## src/rtl/oc_uart_rx.sv

```systemverilog
// 8N1 UART receiver: synchronizer, start-glitch rejection, mid-bit sampling,
// framing/overflow detection and a one-byte valid/ready output buffer.
module oc_uart_rx #(
    parameter int ClockHz    = 156250000,
    parameter int Baud       = 115200,
    parameter int SyncCycles = 2
) (
    input  logic       clock,
    input  logic       reset,
    input  logic       uartRx,
    output logic [7:0] rxData,
    output logic       rxValid,
    input  logic       rxReady,
    output logic       framingError,
    output logic       overflowError,
    output logic       errorSticky,
    input  logic       errorClear,
    output logic       busy
);

    localparam int BitCycles = (ClockHz + Baud / 2) / Baud;
    localparam int HalfBit   = BitCycles / 2;
    localparam int CntW      = $clog2(BitCycles);

    localparam logic [CntW-1:0] BIT_LOAD  = CntW'(BitCycles - 1);
    localparam logic [CntW-1:0] HALF_LOAD = CntW'(HalfBit - 1);

    localparam logic [2:0] IDLE      = 3'd0;
    localparam logic [2:0] START     = 3'd1;
    localparam logic [2:0] DATA      = 3'd2;
    localparam logic [2:0] STOP      = 3'd3;
    localparam logic [2:0] WAIT_HIGH = 3'd4;

    if (BitCycles < 4) begin : g_bit_cycles_check
        $error("oc_uart_rx: BitCycles must be at least 4");
    end
    if (SyncCycles < 2 || SyncCycles > 4) begin : g_sync_cycles_check
        $error("oc_uart_rx: SyncCycles must be in 2..4");
    end

    logic [SyncCycles-1:0] sync_q;
    logic                  rx_s;

    logic [2:0]      state_q, state_d;
    logic [CntW-1:0] cnt_q, cnt_d;
    logic [2:0]      bit_idx_q, bit_idx_d;
    logic [7:0]      shift_q, shift_d;
    logic [7:0]      data_q, data_d;
    logic            valid_q, valid_d;
    logic            framing_q, framing_d;
    logic            overflow_q, overflow_d;
    logic            sticky_q, sticky_d;
    logic            sample;
    logic            deliver;

    // Idle-high line: synchronizer resets to 1 so reset release is not a start edge.
    always_ff @(posedge clock or posedge reset) begin
        if (reset) begin
            sync_q <= '1;
        end else begin
            sync_q <= {sync_q[SyncCycles-2:0], uartRx};
        end
    end

    assign rx_s   = sync_q[SyncCycles-1];
    assign sample = (cnt_q == '0);

    // NOTE: every always_comb output gets a default first so no path can infer a latch.
    always_comb begin
        state_d    = state_q;
        cnt_d      = cnt_q;
        bit_idx_d  = bit_idx_q;
        shift_d    = shift_q;
        data_d     = data_q;
        valid_d    = valid_q;
        framing_d  = 1'b0;
        overflow_d = 1'b0;
        deliver    = 1'b0;

        if (valid_q && rxReady) begin
            valid_d = 1'b0;
        end

        case (state_q)
            IDLE: begin
                cnt_d = '0;
                if (!rx_s) begin
                    cnt_d   = HALF_LOAD;
                    state_d = START;
                end
            end
            START: begin
                if (!sample) begin
                    cnt_d = cnt_q - 1'b1;
                end else if (!rx_s) begin
                    cnt_d     = BIT_LOAD;
                    bit_idx_d = '0;
                    state_d   = DATA;
                end else begin
                    cnt_d   = '0;
                    state_d = IDLE;
                end
            end
            DATA: begin
                if (!sample) begin
                    cnt_d = cnt_q - 1'b1;
                end else begin
                    shift_d   = {rx_s, shift_q[7:1]};
                    cnt_d     = BIT_LOAD;
                    bit_idx_d = bit_idx_q + 1'b1;
                    if (bit_idx_q == 3'd7) begin
                        state_d = STOP;
                    end
                end
            end
            STOP: begin
                if (!sample) begin
                    cnt_d = cnt_q - 1'b1;
                end else begin
                    // Re-arm at mid-stop-bit so a following start bit is never missed.
                    cnt_d = '0;
                    if (rx_s) begin
                        deliver = 1'b1;
                        state_d = IDLE;
                    end else begin
                        framing_d = 1'b1;
                        state_d   = WAIT_HIGH;
                    end
                end
            end
            WAIT_HIGH: begin
                cnt_d = '0;
                if (rx_s) begin
                    state_d = IDLE;
                end
            end
            default: begin
                cnt_d   = '0;
                state_d = IDLE;
            end
        endcase

        if (deliver) begin
            if (!valid_q || rxReady) begin
                data_d  = shift_q;
                valid_d = 1'b1;
            end else begin
                overflow_d = 1'b1;
            end
        end

        // Set wins over a simultaneous clear.
        sticky_d = (sticky_q && !errorClear) || framing_d || overflow_d;
    end

    // NOTE: sequential state uses non-blocking assignments so all flops update together.
    always_ff @(posedge clock or posedge reset) begin
        if (reset) begin
            state_q    <= IDLE;
            cnt_q      <= '0;
            bit_idx_q  <= '0;
            shift_q    <= '0;
            data_q     <= '0;
            valid_q    <= 1'b0;
            framing_q  <= 1'b0;
            overflow_q <= 1'b0;
            sticky_q   <= 1'b0;
        end else begin
            state_q    <= state_d;
            cnt_q      <= cnt_d;
            bit_idx_q  <= bit_idx_d;
            shift_q    <= shift_d;
            data_q     <= data_d;
            valid_q    <= valid_d;
            framing_q  <= framing_d;
            overflow_q <= overflow_d;
            sticky_q   <= sticky_d;
        end
    end

    assign rxData        = data_q;
    assign rxValid       = valid_q;
    assign framingError  = framing_q;
    assign overflowError = overflow_q;
    assign errorSticky   = sticky_q;
    assign busy          = (state_q != IDLE);

endmodule

```

## config.mk

```make
export PLATFORM = sky130hd
export DESIGN_NAME = oc_uart_rx
export DESIGN_NICKNAME = d
export VERILOG_FILES = /design/src/rtl/oc_uart_rx.sv
export SDC_FILE = /design/constraint.sdc
export NUM_CORES = 1
export LEC_CHECK = 0
export CAP_MARGIN = 20
export CORE_MARGIN = 2
export CORE_UTILIZATION = 35
export DETAILED_ROUTE_END_ITERATION = 8
export GPL_ROUTABILITY_DRIVEN = 0
export HOLD_SLACK_MARGIN = 0.08
export PLACE_DENSITY_LB_ADDON = 0.12
export SYNTH_ARGS = -nofsm -noshare
export SYNTH_HDL_FRONTEND = slang
export SYNTH_SLANG_ARGS = --single-unit
```

## constraint.sdc

```tcl
create_clock -name clock -period 4.9 [get_ports clock]
set_clock_uncertainty 0.15 [all_clocks]
set_input_delay 0.49 -clock clock [delete_from_list [all_inputs] [get_ports clock]]
set_output_delay 0.49 -clock clock [all_outputs]
set_load 0.03 [all_outputs]
```

# Yosys cells after proc, flatten, opt, wreduce, memory -nomap -nowiden
# Index checks and enable logic that the tools add are counted.
# classes
n_addsub,2
eq_ne,12
mux,30
reduce_logical,15
# op_table
operator,n
$mux W11,4
$pmux W11 S4,1
$mux W3,10
$pmux W3 S5,1
$ne A2 B2 Y1 const B,7
$logic_not A11 Y1,1
$mux W1,11
$sub A11 B1 Y11 const B,1
$mux W10,1
$eq A3 B2 Y1 const B,2
$eq A3 B3 Y1 const B,2
$pmux W3 S2,1
$reduce_and A6 Y1,1
$reduce_and A2 Y1,2
$reduce_and A4 Y1,1
$add A3 B1 Y3 const B,1
$eq A3 B1 Y1 const B,1
$logic_not A3 Y1,1
$logic_or A1 B1 Y1,3
$reduce_bool A3 Y1,1
$logic_and A1 B1 Y1,2
$logic_not A1 Y1,2
$mux W2,1
$reduce_bool A2 Y1,1
# totals
regBits,39
in_bits,5
elab_cells,69

# Depth between registers and ports, before layout
# depth
depth_word,5
depth_mapped,8
ltp_nobuf,6

# Worst setup path before layout
# Ideal clock, no wire load.
# synth_path
kind,reg-to-reg
from,register cnt_q[0]
to,"register data_q[0], in the netlist rxData[0]"
arrival_time_ns,1.963
required_ns,4.625
slack_ns,2.662
stages_incl_launch_ff,7
path_cell_list,dfrtp_1 inv_1 ha_1 nor4b_4 nand3_4 nor4b_4 mux2_2
# synth_via
elab_chain_cells,4
# synth_lines
item,line_no,rtl
start: declaration,45,"logic [CntW-1:0] cnt_q, cnt_d;"
start signal: assignment,170,cnt_q <= cnt_d;
$logic_not A11 Y1,66,assign sample = (cnt_q == '0);
$mux W1,117,if (!sample) begin
$mux W1,84,case (state_q)
$reduce_and A2 Y1 (no source line),-,
end signal: assignment,173,data_q <= data_d;
end: declaration,48,"logic [7:0] data_q, data_d;"
# No other way between the ends.
# A chain may end at the register's enable or synchronous reset.

# Final worst setup path
# layout_path
from,register cnt_q[5]
to,register shift_q[7]
# layout_via
elab_chain_cells,2
# layout_lines
item,line_no,rtl
$logic_not A11 Y1,66,
$reduce_and A2 Y1 (no source line),-,
end signal: assignment,172,shift_q <= shift_d;
end: declaration,47,"logic [7:0] shift_q, shift_d;"
# No other way between the ends.

==> flow_metrics.py <==
metrics = {
    "sta": {
        "fin_crit_ns": 2.84,
        "fin_ws_ns": 2.06,
        "timing.final.crit_share_pct": 57.9,
        "fin_setup_tns_ns": 0,
        "holdWs_ns": 0.208,
        "hold_viol_final": 0,
        "worstMarginPinSlew_ns": 0.971,
        "final-setup-viol-count": 0,
        "grt_setup_unrepaired": "no",
        "drv_slew": 0,
        "maxSlewHeadroom_pct": 34.7,
        "max_clock_freq_ghz": 0.352,
    },
    "routing": {
        "vias_per_cell": 4.83,
        "totalWireLength_mm": 3.24,
        "wl_per_cell_microns": 13.8,
        "drc": 0,
        "num_vias": 1136,
        "dr.first_iter.drc_count": 61,
        "ant_nets": 0,
        "dr.pass1.iters": 4,
    },
    "global_routing": {
        "grt_usage_pct": 13.4,
        "grt_max_degree": 40,
        "grt_pass1_vias": 1220,
        "grt_overflow_total": 0,
        "grt_pass1_wl_mm": 5.75,
        "grt_antenna_before_repair": 0,
    },
    "clocking": {
        "clkSinkCount": 39,
        "cts-resized-gates": 0,
        "cts_buffers": 5,
        "clk_path_buf_depth": 2,
        "clkTransAtPathRegs_ns": 0.08,
        "cts_setup_buffers": 0,
        "htreeDepth": 2,
        "cts_tree": "yes",
        "clock_latency_ns": 0.28,
        "hold_buffers": 0,
        "clock_tree.root_cell": "clkbuf_8",
    },
    "place": {
        "dp_slack_ns": 2.07,
        "placed_cells": 227,
        "buffer_ports.inserted": 17,
        "place_area_sq_mm": 0.00200,
        "dpl.hpwl_mm": 2.25,
    },
    "worst_setup_path": {
        "worstReg2RegEnd": "shift_q[7]",
        "cp_data_required_time_ns": 4.92,
        "reg2regPathDepth": 4,
        "crit_path_end_kind": "flop",
        "crit_arrival_ns": 2.86,
        "crit_type": "reg2reg",
        "worstSetupStartpointType": "flop",
        "timing.rr.start": "cnt_q[5]",
        "reg2reg_setup_slack_ns": 2.06,
        "worstPathMaxFanout": 11,
    },
    "layout": {
        "stdcell_area_sq_mm": 0.00209,
        "layout-drive-gt1-share_pct": 19.6,
        "diodes": 0,
        "syn2layout_area_growth_pct": 18.0,
        "final_cells": 235,
        "nNetsFinal": 176,
    },
    "logic_synthesis": {
        "synth_cells": 148,
        "synth_top_area_share_pct": 52.2,
        "synth_cell_types": 35,
        "yosys-top-cells-area": "dfrtp_1 (52%), mux2_2 (11%), dfstp_2 (3.0%)",
        "synth-seq-area-share_pct": 55.2,
        "synthArstFlopShare_pct": 100,
        "yosysWarnings": 0,
        "syn_area_sq_mm": 0.00177,
        "synth_common_cells": "dfrtp_1 (37), mux2_2 (18), nand2_1 (11), nor2_1 (10), a21oi_1 (8)",
        "ys.flop_type": "dfrtp_1",
        "synth_area_per_cell_sq_um": 12.0,
        "synth_largest_area_cell": "dfrtp_1",
        "ys_seq_elements": 39,
        "synth_edf_count": 0,
        "synth.most_common_cell": "dfrtp_1",
        "syn_nets": 157,
    },
    "power_and_ir_drop": {
        "powerDensity_mw_per_mm2": 260,
        "p_leak_nw": 0.919,
        "max-vdd-ir-drop_uv": 180,
    },
    "run_status": {
        "status": "finished clean",
    },
    "floorplan": {
        "core.rowCount": 25,
        "die_area_sq_mm": 0.00565,
        "die_w_microns": 75.2,
        "start_util_pct": 36.8,
        "die_height_microns": 75.2,
        "core_sq_mm": 0.00482,
        "top_level_ports": 18,
    },
    "job": {
        "drv_cap": 0,
    },
    "worst_hold_path": {
        "hp-class": "reg2reg",
        "hold_depth": 0,
        "min_to": "sync_q[1]",
        "worstHoldStart": "sync_q[0]",
    },
}
==> kinds of logic after synthesis <==
kind of cell / share of synthesized area, %
flops: 55.2
mux: 12.0
compound gates: 8.68
xor+xnor: 2.96
fa+ha+maj: 2.82
buf+inv: 3.03
simple gates: 15.3
==> how the worst max path moves through the flow <==
stage                 end      from  cells after the start  slack (ns)
2_1_floorplan   rxData[0]  cnt_q[0]                      6        2.66
3_3_place_gp   shift_q[6]  cnt_q[5]                      4        2.09
3_5_place_dp   shift_q[5]  cnt_q[5]                      4        2.07
4_1_cts        shift_q[7]  cnt_q[5]                      4        2.03
5_1_grt        shift_q[7]  cnt_q[5]                      4        1.87
6_report       shift_q[7]  cnt_q[5]                      4        2.06
==> report_power, final <==
group / internal (mW) / switching, mW / total (mW)
registers: 0.323 / 0.000909 / 0.324
logic: 0.00406 / 0.00769 / 0.0118
clock network: 0.0989 / 0.110 / 0.209
==> layer usage <==
| layer | share of wire, % | vias to the layer above | global-route usage, % |
|---|---|---|---|
| met2 | 49 | 13 | 21.3 |
| met3 | 2.3 | 4 | 3.48 |
| met5 | 0 | - | 0 |
| met1 | 48 | 557 | 18.0 |
| met4 | 0.96 | 0 | 4.48 |
| li1 | - | 562 | - |
==> cell type report <==
type,count,area [sq um]
Multi-Input combinational cell,97,741
Clock buffer,5,68.8
Inverter,6,22.5
Timing Repair Buffer,18,178
Clock inverter,3,20.0
Tap cell,67,83.8
Fill cell,474,2730
Sequential cell,39,978
==> critical path: stages (launching register included) <==
cell and delay [ns]:
dfrtp_1 0.41, nor4_2 0.86, and3_1 0.41, and3_1 0.50, mux2_2 0.39
==> state kept, by name, indices dropped and copies added (netlist names) <==
register / cells
state_q: 3
rxData: 8
rxValid: 1
bit_idx_q: 3
shift_q: 8
errorSticky: 1
framingError: 1
overflowError: 1
sync_q: 2
cnt_q: 11
==> layout by cell type, fill, tap and decap left out, drive strengths merged, types with 2 or more instances in the layout <==
cell type      instances
clkdlybuf4s50         17
a22o                   2
xor2                   2
inv                    6
nand4                  3
mux2                  18
xnor2                  4
nand3                  3
a21oi                  8
nand2                 11
nor3                   3
dfrtp                 37
a311oi                 2
clkinvlp               2
and3                   4
nand2b                 2
ha                     4
nor2b                  2
clkbuf                 5
o21ai                  6
dfstp                  2
nor4b                  2
nor2                  10
==> metrics by stage <==
stage	utilization, %	total power [mW]
global route	43.4	0.572
floorplan	-	0.336
global placement	41.6	0.343
detailed placement	41.6	0.343
CTS	43.4	0.555
finish	43.4	0.545
No activity file was read; power rests on OpenSTA's default activity.
